==> src/rtl/seg_pkg.sv <==
// Shared constants for the seven-segment scanner: off pattern, hex glyph table,
// slot states and a counter-width helper.
package seg_pkg;

   localparam logic [7:0] SEG_OFF = 8'hFF;

   // Active-low gfedcba glyphs, indexed by nibble value
   localparam logic [6:0] HEX_SEG [16] = '{
      7'h40, 7'h79, 7'h24, 7'h30, 7'h19, 7'h12, 7'h02, 7'h78,
      7'h00, 7'h18, 7'h08, 7'h03, 7'h46, 7'h21, 7'h06, 7'h0E
   };

   typedef enum logic {
      SLOT_GUARD,
      SLOT_DRIVE
   } slot_e;

   function automatic int cnt_w(input int div);
      return (div > 1) ? $clog2(div) : 1;
   endfunction

endpackage

==> src/rtl/seg_hex_decode.sv <==
// Combinational hex nibble to active-low gfedcba segment decoder.
module seg_hex_decode
   import seg_pkg::*;
(
   input  logic [3:0] nib,
   output logic [6:0] seg
);

   assign seg = HEX_SEG[nib];

endmodule

==> src/rtl/seg_scan_ctrl.sv <==
// Multiplexed common-anode seven-segment scanner with frame-synchronous commit.
// Optional leading-zero suppression: define SEG_SCAN_LZ_BLANK_EN.
module seg_scan_ctrl
   import seg_pkg::*;
#(
   parameter int NUM_DIGITS  = 4,
   parameter int REFRESH_DIV = 50000,
   parameter int GUARD       = 500
) (
   input  logic                    clk,
   input  logic                    rst,
   input  logic [4*NUM_DIGITS-1:0] value_in,
   input  logic [NUM_DIGITS-1:0]   dp_in,
   input  logic [NUM_DIGITS-1:0]   blank_in,
   input  logic                    load,
   output logic                    pending,
   output logic                    frame_tick,
   output logic [7:0]              seg,
   output logic [NUM_DIGITS-1:0]   an
);

   localparam int CNT_W = cnt_w(REFRESH_DIV);
   localparam int IDX_W = $clog2(NUM_DIGITS);

   localparam logic [CNT_W-1:0] CNT_MAX = CNT_W'(REFRESH_DIV - 1);
   localparam logic [CNT_W-1:0] GUARD_C = CNT_W'(GUARD);
   localparam logic [IDX_W-1:0] IDX_MAX = IDX_W'(NUM_DIGITS - 1);

   typedef struct packed {
      logic [NUM_DIGITS-1:0][3:0] val;
      logic [NUM_DIGITS-1:0]      dp;
      logic [NUM_DIGITS-1:0]      blank;
   } frame_t;

   localparam frame_t FRAME_RST = '{val: '0, dp: '0, blank: '1};

   logic [CNT_W-1:0]      cnt;
   logic [IDX_W-1:0]      idx;
   frame_t                shadow, disp, incoming;
   logic                  live;
   logic                  boundary;
   slot_e                 slot;
   logic [3:0]            nib;
   logic [6:0]            hex;
   logic [NUM_DIGITS-1:0] lz;
   logic [NUM_DIGITS-1:0] blank_eff;
   logic [7:0]            seg_nxt;
   logic [NUM_DIGITS-1:0] an_nxt;

   assign incoming.val   = value_in;
   assign incoming.dp    = dp_in;
   assign incoming.blank = blank_in;

   assign boundary = (cnt == CNT_MAX) && (idx == IDX_MAX);

   // Prescaler and digit index
   always_ff @(posedge clk or posedge rst) begin
      if (rst) begin
         cnt <= '0;
         idx <= '0;
      end else if (cnt == CNT_MAX) begin
         cnt <= '0;
         idx <= (idx == IDX_MAX) ? '0 : idx + 1'b1;
      end else begin
         cnt <= cnt + 1'b1;
      end
   end

   // Shadow capture and frame-boundary commit; a load on the boundary bypasses the shadow
   always_ff @(posedge clk or posedge rst) begin
      if (rst) begin
         shadow     <= FRAME_RST;
         disp       <= FRAME_RST;
         pending    <= 1'b0;
         live       <= 1'b0;
         frame_tick <= 1'b0;
      end else begin
         frame_tick <= boundary;
         if (load && boundary) begin
            shadow  <= incoming;
            disp    <= incoming;
            pending <= 1'b0;
            live    <= 1'b1;
         end else if (load) begin
            shadow  <= incoming;
            pending <= 1'b1;
         end else if (boundary && pending) begin
            disp    <= shadow;
            pending <= 1'b0;
            live    <= 1'b1;
         end
      end
   end

`ifdef SEG_SCAN_LZ_BLANK_EN
   logic zabove;

   always_comb begin
      lz     = '0;
      zabove = 1'b1;
      for (int k = NUM_DIGITS - 1; k >= 1; k--) begin
         zabove = zabove & (disp.val[k] == 4'h0);
         lz[k]  = zabove;
      end
   end
`else
   assign lz = '0;
`endif

   assign blank_eff = disp.blank | lz;
   assign nib       = disp.val[idx];

   seg_hex_decode u_dec (
      .nib (nib),
      .seg (hex)
   );

   // Anodes stay off until the first commit so the cleared display is fully dark
   always_comb begin
      slot    = (cnt < GUARD_C) ? SLOT_GUARD : SLOT_DRIVE;
      an_nxt  = '1;
      seg_nxt = SEG_OFF;
      if (slot == SLOT_DRIVE && live) begin
         an_nxt[idx] = 1'b0;
         if (!blank_eff[idx])
            seg_nxt = {~disp.dp[idx], hex};
      end
   end

   always_ff @(posedge clk or posedge rst) begin
      if (rst) begin
         seg <= SEG_OFF;
         an  <= '1;
      end else begin
         seg <= seg_nxt;
         an  <= an_nxt;
      end
   end

endmodule

==> config.mk <==
export PLATFORM = sky130hd
export DESIGN_NAME = seg_scan_ctrl
export DESIGN_NICKNAME = d
export VERILOG_FILES = /design/src/rtl/seg_pkg.sv /design/src/rtl/seg_hex_decode.sv /design/src/rtl/seg_scan_ctrl.sv
export SDC_FILE = /design/constraint.sdc
export NUM_CORES = 1
export LEC_CHECK = 0
export CAP_MARGIN = 25
export CORE_MARGIN = 2
export CORE_UTILIZATION = 47
export DETAILED_ROUTE_END_ITERATION = 10
export PLACE_DENSITY = 0.72
export SKIP_LAST_GASP = 1
export SLEW_MARGIN = 5
export SYNTH_ARGS = -nofsm -noshare
export SYNTH_HDL_FRONTEND = slang
export SYNTH_SLANG_ARGS = --single-unit
==> constraint.sdc <==
create_clock -name clk -period 2.8 [get_ports clk]
set_clock_uncertainty 0.15 [all_clocks]
set_input_delay 0.56 -clock clk [delete_from_list [all_inputs] [get_ports clk]]
set_output_delay 0.56 -clock clk [all_outputs]
set_load 0.02 [all_outputs]
==> summary.md, run 1 <==
| Metric | Value |
|---|---|
| Outcome | `complete, no violations` |
| Initial core utilization | `between 40% and 50%` |
| Most frequent cells in the layout | `dfrtp_1, clkdlybuf4s50_1, mux2_2, a21oi_1` |
| Max_cap viols | `0` |
| Row cnt | `32` |
| DR pass1 iterations | `5` |
| First-pass GRT wire length | `between 10 and 15 mm` |
| Core ar. | `around 0.0078 mm²` |
| Synth Area in Simple Gates | `11.1%` |
| Setup TNS | `0 ns` |
| Final Max Slew Viols | `0` |
| WL met2 | `3.27 mm` |
| RePlAce Congestion | `approximately 0.80` |
| # resized after CTS | `0` |
| Xor-xnor portion of the synthesized cell area | `roughly 2.5%` |
| Worst-Skew Late Latency | `~0.35 ns` |
| PwrDens | `~490 mW/mm²` |
| # diodes | `0` |
| Root Driver | `clkbuf_8` |
| Clk sinks | `81` |
| Total nets after synthesis | `about 350` |
| Layout cells sized above 1 | `approximately 24%` |
| Hold Buf Count CTS | `0` |
| WL/cell | `between 10 and 15 µm` |
| Residual DRC | `0` |
| Starting DRT DRC Count | `between 150 and 200` |
| Critical R2R Launch | `idx[0]` |
| Syn Std Cell Area | `between 0.003 and 0.004 mm²` |
| Commonest non-fill, non-tap cell in the layout | `dfrtp_1` |
| Largest net degree at the start of global routing | `82` |
| P_leak | `about 0.0019 µW` |
| Final net count | `slightly below 400` |
| Asr flop ratio synth | `100%` |
| Initial antenna violation count | `0` |
| Largest family of logic cells by synthesized area | `multiplexers` |
| Slew @ Worst Pin | `between 0.6 and 0.7 ns` |
| Final worst path period need | `2.43 ns` |
| DR top layer | `met4` |
| Final hold vios | `0` |
| R2R Setup Slk | `~0.37 ns` |
| Die ar. | `approximately 0.0089 mm²` |
| VDD IR max | `~0.25 mV` |
| Adder-Cell Fraction of Synth Area | `3.28%` |
| Area grow syn2layout | `18.4%` |
| Worst Path Required | `~2.9 ns` |
| Final setup viols | `0` |
| Syn. warnings | `0` |
| Hold Path Class | `reg -> reg` |
| Peak Freq | `a little over 400 MHz` |
| Synth Instances | `between 300 and 400` |
| Chip Width | `between 90 and 100 µm` |
| Hpwl dp | `between 4 and 5 mm` |
| Post-route clock period utilization | `86.8%` |
| Compound-Gate Fraction of Synth Area | `about an eighth` |
| Crit path max fanout | `11` |
| Post-synth EDFFs | `0` |
| H-tree lvl count | `3` |
| Die H | `around 94 µm` |
| Vias per cell | `5.48` |
| Worst setup startpoint | `idx[0]` |
| Crit Reg-Reg Endpoint | `seg[3]` |
| Crit path to | `seg[3]` |
| Relative slew slack | `54.9%` |
| Setup crit start kind | `flop` |
| Placed Cells | `between 400 and 500` |
| Slowest-stage cell, CP | `dfrtp_1` |
| Gr ovfl total | `0` |
| Synth Register Bits | `slightly above 80` |
| Routed vias | `2555` |
| RSZ-0062 raised after global routing | `false` |
| Vias in the first global route | `2542` |
| Tot GR Track Use | `17.4%` |
| Ys flop type | `dfrtp_1` |
| Fin Hold WS | `about 0.31 ns` |
| Nature of the critical path endpoint | `flop` |
| Num CTS Buffers | `9` |
| Routed Antenna Nets | `0` |
| Post-CTS setup buffer count | `0` |
| Met3 Wirelength | `around 220 µm` |
| Post-synthesis sequential area ratio | `between 50 and 60%` |
| Kind of critical path | `reg -> reg` |
| IO Pins | `just over 40` |
| Critical path arrival | `2.53 ns` |
| Final core occ | `between 50% and 60%` |
| Yosys cell types | `47` |
| Routed length on met1 | `3.37 mm` |
| Routed wire length | `~7 mm` |
| CTS tree | `yes` |
| Clock buffer depth | `2` |
| Mux cell area share after synthesis | `between 10 and 15%` |
| Port buffer count | `40` |
| Max stage delay on crit path | `about 0.67 ns` |
| Worst r2r path cells | `5` |
| Crit path cell chain | `mux4_2, inv_1, ha_1, o32ai_1, o21ai_0` |
| Clk slew on worst S/H paths | `roughly 0.08 ns` |
| Fin cells | `around 470` |
| Syn avg cell area | `~12 µm²` |
kinds of logic after synthesis:
group / Yosys count
DFF: 81
AOI/OAI and AO/OA: 73
xor gates and xnor gates: 11
buffers and inverters: 28
muxes: 41
and+or+nand+nor: 73
adders and majority gates: 10
worst max-delay path: cells and delay by family (launching register included):
family          cells  cell delay, ns
compound gates      2            0.42
fa+ha+maj           1            0.31
buf+inv             1            0.16
mux                 1            0.63
flops               1            0.67
metrics by stage:
step                      power, µW  area, µm²  setup WS, ns
after floorplan                1330       3820        0.0430
after global placement         1390       4310         0.473
after detailed placement       1390       4310         0.385
after CTS                      2250       4510         0.372
after global routing           2330       4520         0.247
final                          2230       4520         0.369
routing by layer:
metal,vias to the layer above,track usage (%)
li1,1226,-
met1,1264,24.1
met3,10,3.29
met4,0,9.42
met2,55,25.7
met5,-,0
worst min path at each step:
stage	from	endpoint	slack [ns]	depth (start not counted)
global route	cnt[0]	cnt[0]	0.35	1
floorplan	cnt[0]	cnt[0]	0.28	1
global placement	live	live	0.30	2
CTS	cnt[0]	cnt[0]	0.32	1
finish	cnt[0]	cnt[0]	0.31	1
detailed placement	live	live	0.30	2
sequential cells by signal, summed over array words and instances (netlist names):
signal,flops
disp,20
cnt,16
seg,8
live,1
idx,2
shadow,24
pending,1
an,4
blank_eff,4
frame_tick,1
layout make-up:
type / count / area [µm²]
flip-flops and latches: 81 / 2050
well taps: 102 / 128
multi-input cells: 208 / 1630
inverters: 12 / 45.0
clock buffers: 13 / 159
fillers: 651 / 3290
repair buffers: 47 / 464
clock inverters: 3 / 40.0
report_power, final:
part | internal [µW] | switching, µW | total, µW
clock network | 459 | 408 | 867
logic | 78.8 | 64.7 | 143
registers | 1210 | 14.4 | 1220
total | 1750 | 487 | 2230
synth_stat cells (all sizes together) (2+ instances only):
| cell | instances | area, µm² |
|---|---|---|
| or4 | 2 | 18.8 |
| o31ai | 18 | 135 |
| nor4 | 2 | 27.5 |
| mux2 | 33 | 375 |
| mux4 | 6 | 135 |
| nor3 | 2 | 10.0 |
| clkbuf | 8 | 30.0 |
| nand2 | 13 | 48.8 |
| ha | 10 | 125 |
| mux2i | 2 | 20.0 |
| dfstp | 20 | 526 |
| nor2b | 21 | 131 |
| nand3 | 6 | 30.0 |
| a21oi | 22 | 110 |
| nor2 | 13 | 51.3 |
| o211ai | 2 | 15.0 |
| and2 | 2 | 12.5 |
| o221ai | 4 | 35.0 |
| xnor2 | 4 | 35.0 |
| xor2 | 7 | 61.3 |
| o21ai | 22 | 114 |
| dfrtp | 61 | 1530 |
| nand2b | 2 | 12.5 |
| buf | 8 | 57.6 |
| nand4 | 2 | 18.8 |
| inv | 12 | 45.0 |
| and3 | 3 | 18.8 |
Note: power is estimated with default switching activity, not from simulation.
==> inputs of run 2 (changes only) <==
--- a/config.mk
+++ b/config.mk
@@ -7,11 +7,12 @@
 export LEC_CHECK = 0
 export CAP_MARGIN = 25
 export CORE_MARGIN = 2
-export CORE_UTILIZATION = 47
+export CORE_UTILIZATION = 50
 export DETAILED_ROUTE_END_ITERATION = 10
-export PLACE_DENSITY = 0.72
+export PLACE_DENSITY = 0.75
 export SKIP_LAST_GASP = 1
 export SLEW_MARGIN = 5
 export SYNTH_ARGS = -nofsm -noshare
 export SYNTH_HDL_FRONTEND = slang
+export SYNTH_HIERARCHICAL = 1
 export SYNTH_SLANG_ARGS = --single-unit
==> summary.md, run 2 <==
| Metric | Value |
|---|---|
| Largest net degree at the start of global routing | `36` |
| Post-synth EDFFs | `0` |
| Routed vias | `roughly 2700` |
| Hpwl dp | `5.16 mm` |
| Relative slew slack | `between 50% and 60%` |
| Routed Antenna Nets | `0` |
| IO Pins | `just over 40` |
| Crit path max fanout | `5` |
| Final hold vios | `0` |
| WL/cell | `approximately 15 µm` |
| Yosys cell types | `44` |
| Hold Buf Count CTS | `0` |
| Critical path arrival | `around 2.4 ns` |
| Routed wire length | `7.33 mm` |
| Max_cap viols | `0` |
| Synth Instances | `between 300 and 400` |
| Total nets after synthesis | `between 300 and 400` |
| RePlAce Congestion | `~0.82` |
| Synth Register Bits | `roughly 80` |
| # resized after CTS | `0` |
| Nature of the critical path endpoint | `flop` |
| Ranking of synthesized cells by area | `dfrtp_1, dfstp_2, mux2_2` |
| Crit path cell chain | `mux4_2, inv_1, ha_1, nor2b_4, or3b_1, o31ai_1, nand2b_1` |
| Worst-Skew Late Latency | `around 0.35 ns` |
| Residual DRC | `0` |
| Hold Path Class | `reg -> reg` |
| Root Driver | `clkbuf_8` |
| Clk sinks | `81` |
| Post-route clock period utilization | `81.1%` |
| Initial core utilization | `slightly above 50%` |
| Row cnt | `32` |
| Clk slew on worst S/H paths | `0.08 ns` |
| P_leak | `0.00199 µW` |
| Worst Path Required | `approximately 2.9 ns` |
| Post-CTS setup buffer count | `0` |
| Starting DRT DRC Count | `134` |
| Largest family of logic cells by synthesized area | `simple AND/OR/NAND/NOR gates` |
| First-pass GRT wire length | `13.0 mm` |
| Syn Std Cell Area | `0.00386 mm²` |
| VDD IR max | `around 0.29 mV` |
| Post-synth top cells | `dfrtp_1, nand3_1, mux2_2, nand2_1, nor2_1` |
| Cell taking the most area after synthesis | `dfrtp_1` |
| Vias in the first global route | `about 2700` |
| Final net count | `roughly 400` |
| # diodes | `0` |
| Final Max Slew Viols | `0` |
| Initial antenna violation count | `0` |
| Final worst path period need | `2.27 ns` |
| Max FFs per register | `24` |
| Clock buffer depth | `2` |
| Xor-xnor portion of the synthesized cell area | `roughly 2.7%` |
| PwrDens | `around 530 mW/mm²` |
| Final core occ | `around three fifths` |
| Peak Freq | `441 MHz` |
| Most frequent cells in the layout | `dfrtp_1, clkdlybuf4s50_1, nand3_1, mux2_2, nand2_1` |
| Commonest non-fill, non-tap cell in the layout | `dfrtp_1` |
| Die H | `between 90 and 100 µm` |
| Final setup viols | `0` |
| Synth Area in Simple Gates | `between 10% and 20%` |
| Outcome | `complete, no violations` |
| Setup crit start kind | `flop` |
| Largest regs | `shadow x24, disp x20, cnt x16` |
| Port buffer count | `40` |
| Slowest-stage cell, CP | `mux4_2` |
| Mux cell area share after synthesis | `12.7%` |
| Largest register by flop count | `shadow` |
| CTS tree | `yes` |
| Post-synthesis sequential area ratio | `between 50% and 60%` |
| Compound-Gate Fraction of Synth Area | `8.78%` |
| Tot GR Track Use | `around 20%` |
| Area grow syn2layout | `20.1%` |
| Num CTS Buffers | `9` |
| Core ar. | `~0.0076 mm²` |
| Die ar. | `~0.0084 mm²` |
| Kind of critical path | `reg -> reg` |
| Top-count cell post-synth | `dfrtp_1` |
| Slew @ Worst Pin | `approximately 0.62 ns` |
| Setup TNS | `0 ns` |
| Vias per cell | `about 5.6` |
| Gr ovfl total | `0` |
| Syn. warnings | `6` |
| Top-area cell type share of the netlist area | `39.5%` |
| Syn avg cell area | `around 12 µm²` |
| RSZ-0062 raised after global routing | `false` |
| Max stage delay on crit path | `0.60 ns` |
| Ys flop type | `dfrtp_1` |
| DR pass1 iterations | `4` |
| Asr flop ratio synth | `between 90% and 100%` |
| Adder-Cell Fraction of Synth Area | `under 10%` |
| Layout cells sized above 1 | `between 20% and 30%` |
| H-tree lvl count | `3` |
| Chip Width | `91.9 µm` |
run 2: cell count changes after synthesis, sizes merged, moves of 14 or more:
cell	change
nand3	+23
o31ai	-17
nand2	+14
nor2b	-18
a21oi	-19
run 2: cell families (layout without fill, tap and decap cells):
group / count (synthesis) / count (layout)
simple gates: 116 / 116
compound gates: 46 / 46
fa+ha+maj: 11 / 11
mux: 37 / 37
buf+inv: 26 / 74
xor+xnor: 12 / 12
flops: 81 / 81
run 2: worst max-delay path, delay by kind of cell (launching register included):
| family | cells | cell delay (ns) |
|---|---|---|
| and+or+nand+nor | 3 | 0.54 |
| muxes | 1 | 0.60 |
| adders and majority gates | 1 | 0.25 |
| buffers and inverters | 1 | 0.15 |
| DFF | 1 | 0.45 |
| AOI/OAI and AO/OA | 1 | 0.06 |
run 2: final timing paths:
path	cells past startpoint	slack [ns]	startpoint	to
hold reg to reg	1	0.32	cnt[0]	cnt[0]
min in group asynchronous	2	0.40	rst	disp[12]
max in group asynchronous	3	1.45	rst	seg[5]
setup reg to reg	7	0.53	idx[0]	seg[0]
setup / recovery	7	0.53	idx[0]	seg[0]
hold / removal	1	0.32	cnt[0]	cnt[0]
run 2: through the flow:
stage,area [µm²],cells,setup slack [ns],hold slack [ns],total power (µW)
2_1_floorplan,3860,329,0.0430,0.275,1330
3_3_place_gp,4380,463,0.609,0.296,1400
3_5_place_dp,4380,463,0.547,0.310,1400
4_1_cts,4640,479,0.520,0.321,2480
5_1_grt,4640,479,0.354,0.348,2550
6_report,4640,479,0.530,0.318,2450
run 2: final cells by class:
type / instances / area, µm²
fill: 627 / 2970
clock inverter: 4 / 98.8
clock buffer: 12 / 155
sequential: 81 / 2050
multi-input combinational: 222 / 1690
tap: 102 / 128
inverter: 8 / 31.3
timing repair buffer: 50 / 483
run 2: per-layer routing:
layer  wire length [µm]  global-route usage (%)  share of wire [%]
met1               3510                    27.5                 48
met2               3380                    30.3                 46
met3                372                    5.18                5.1
met4                 68                    4.85               0.93
met5                  0                       0                  0
run 2: where the power goes:
group / total, µW / switching [µW] / internal (µW)
Combinational: 144 / 63.4 / 80.6
Clock: 1070 / 429 / 644
Sequential: 1240 / 19.6 / 1220
Total: 2450 / 512 / 1940
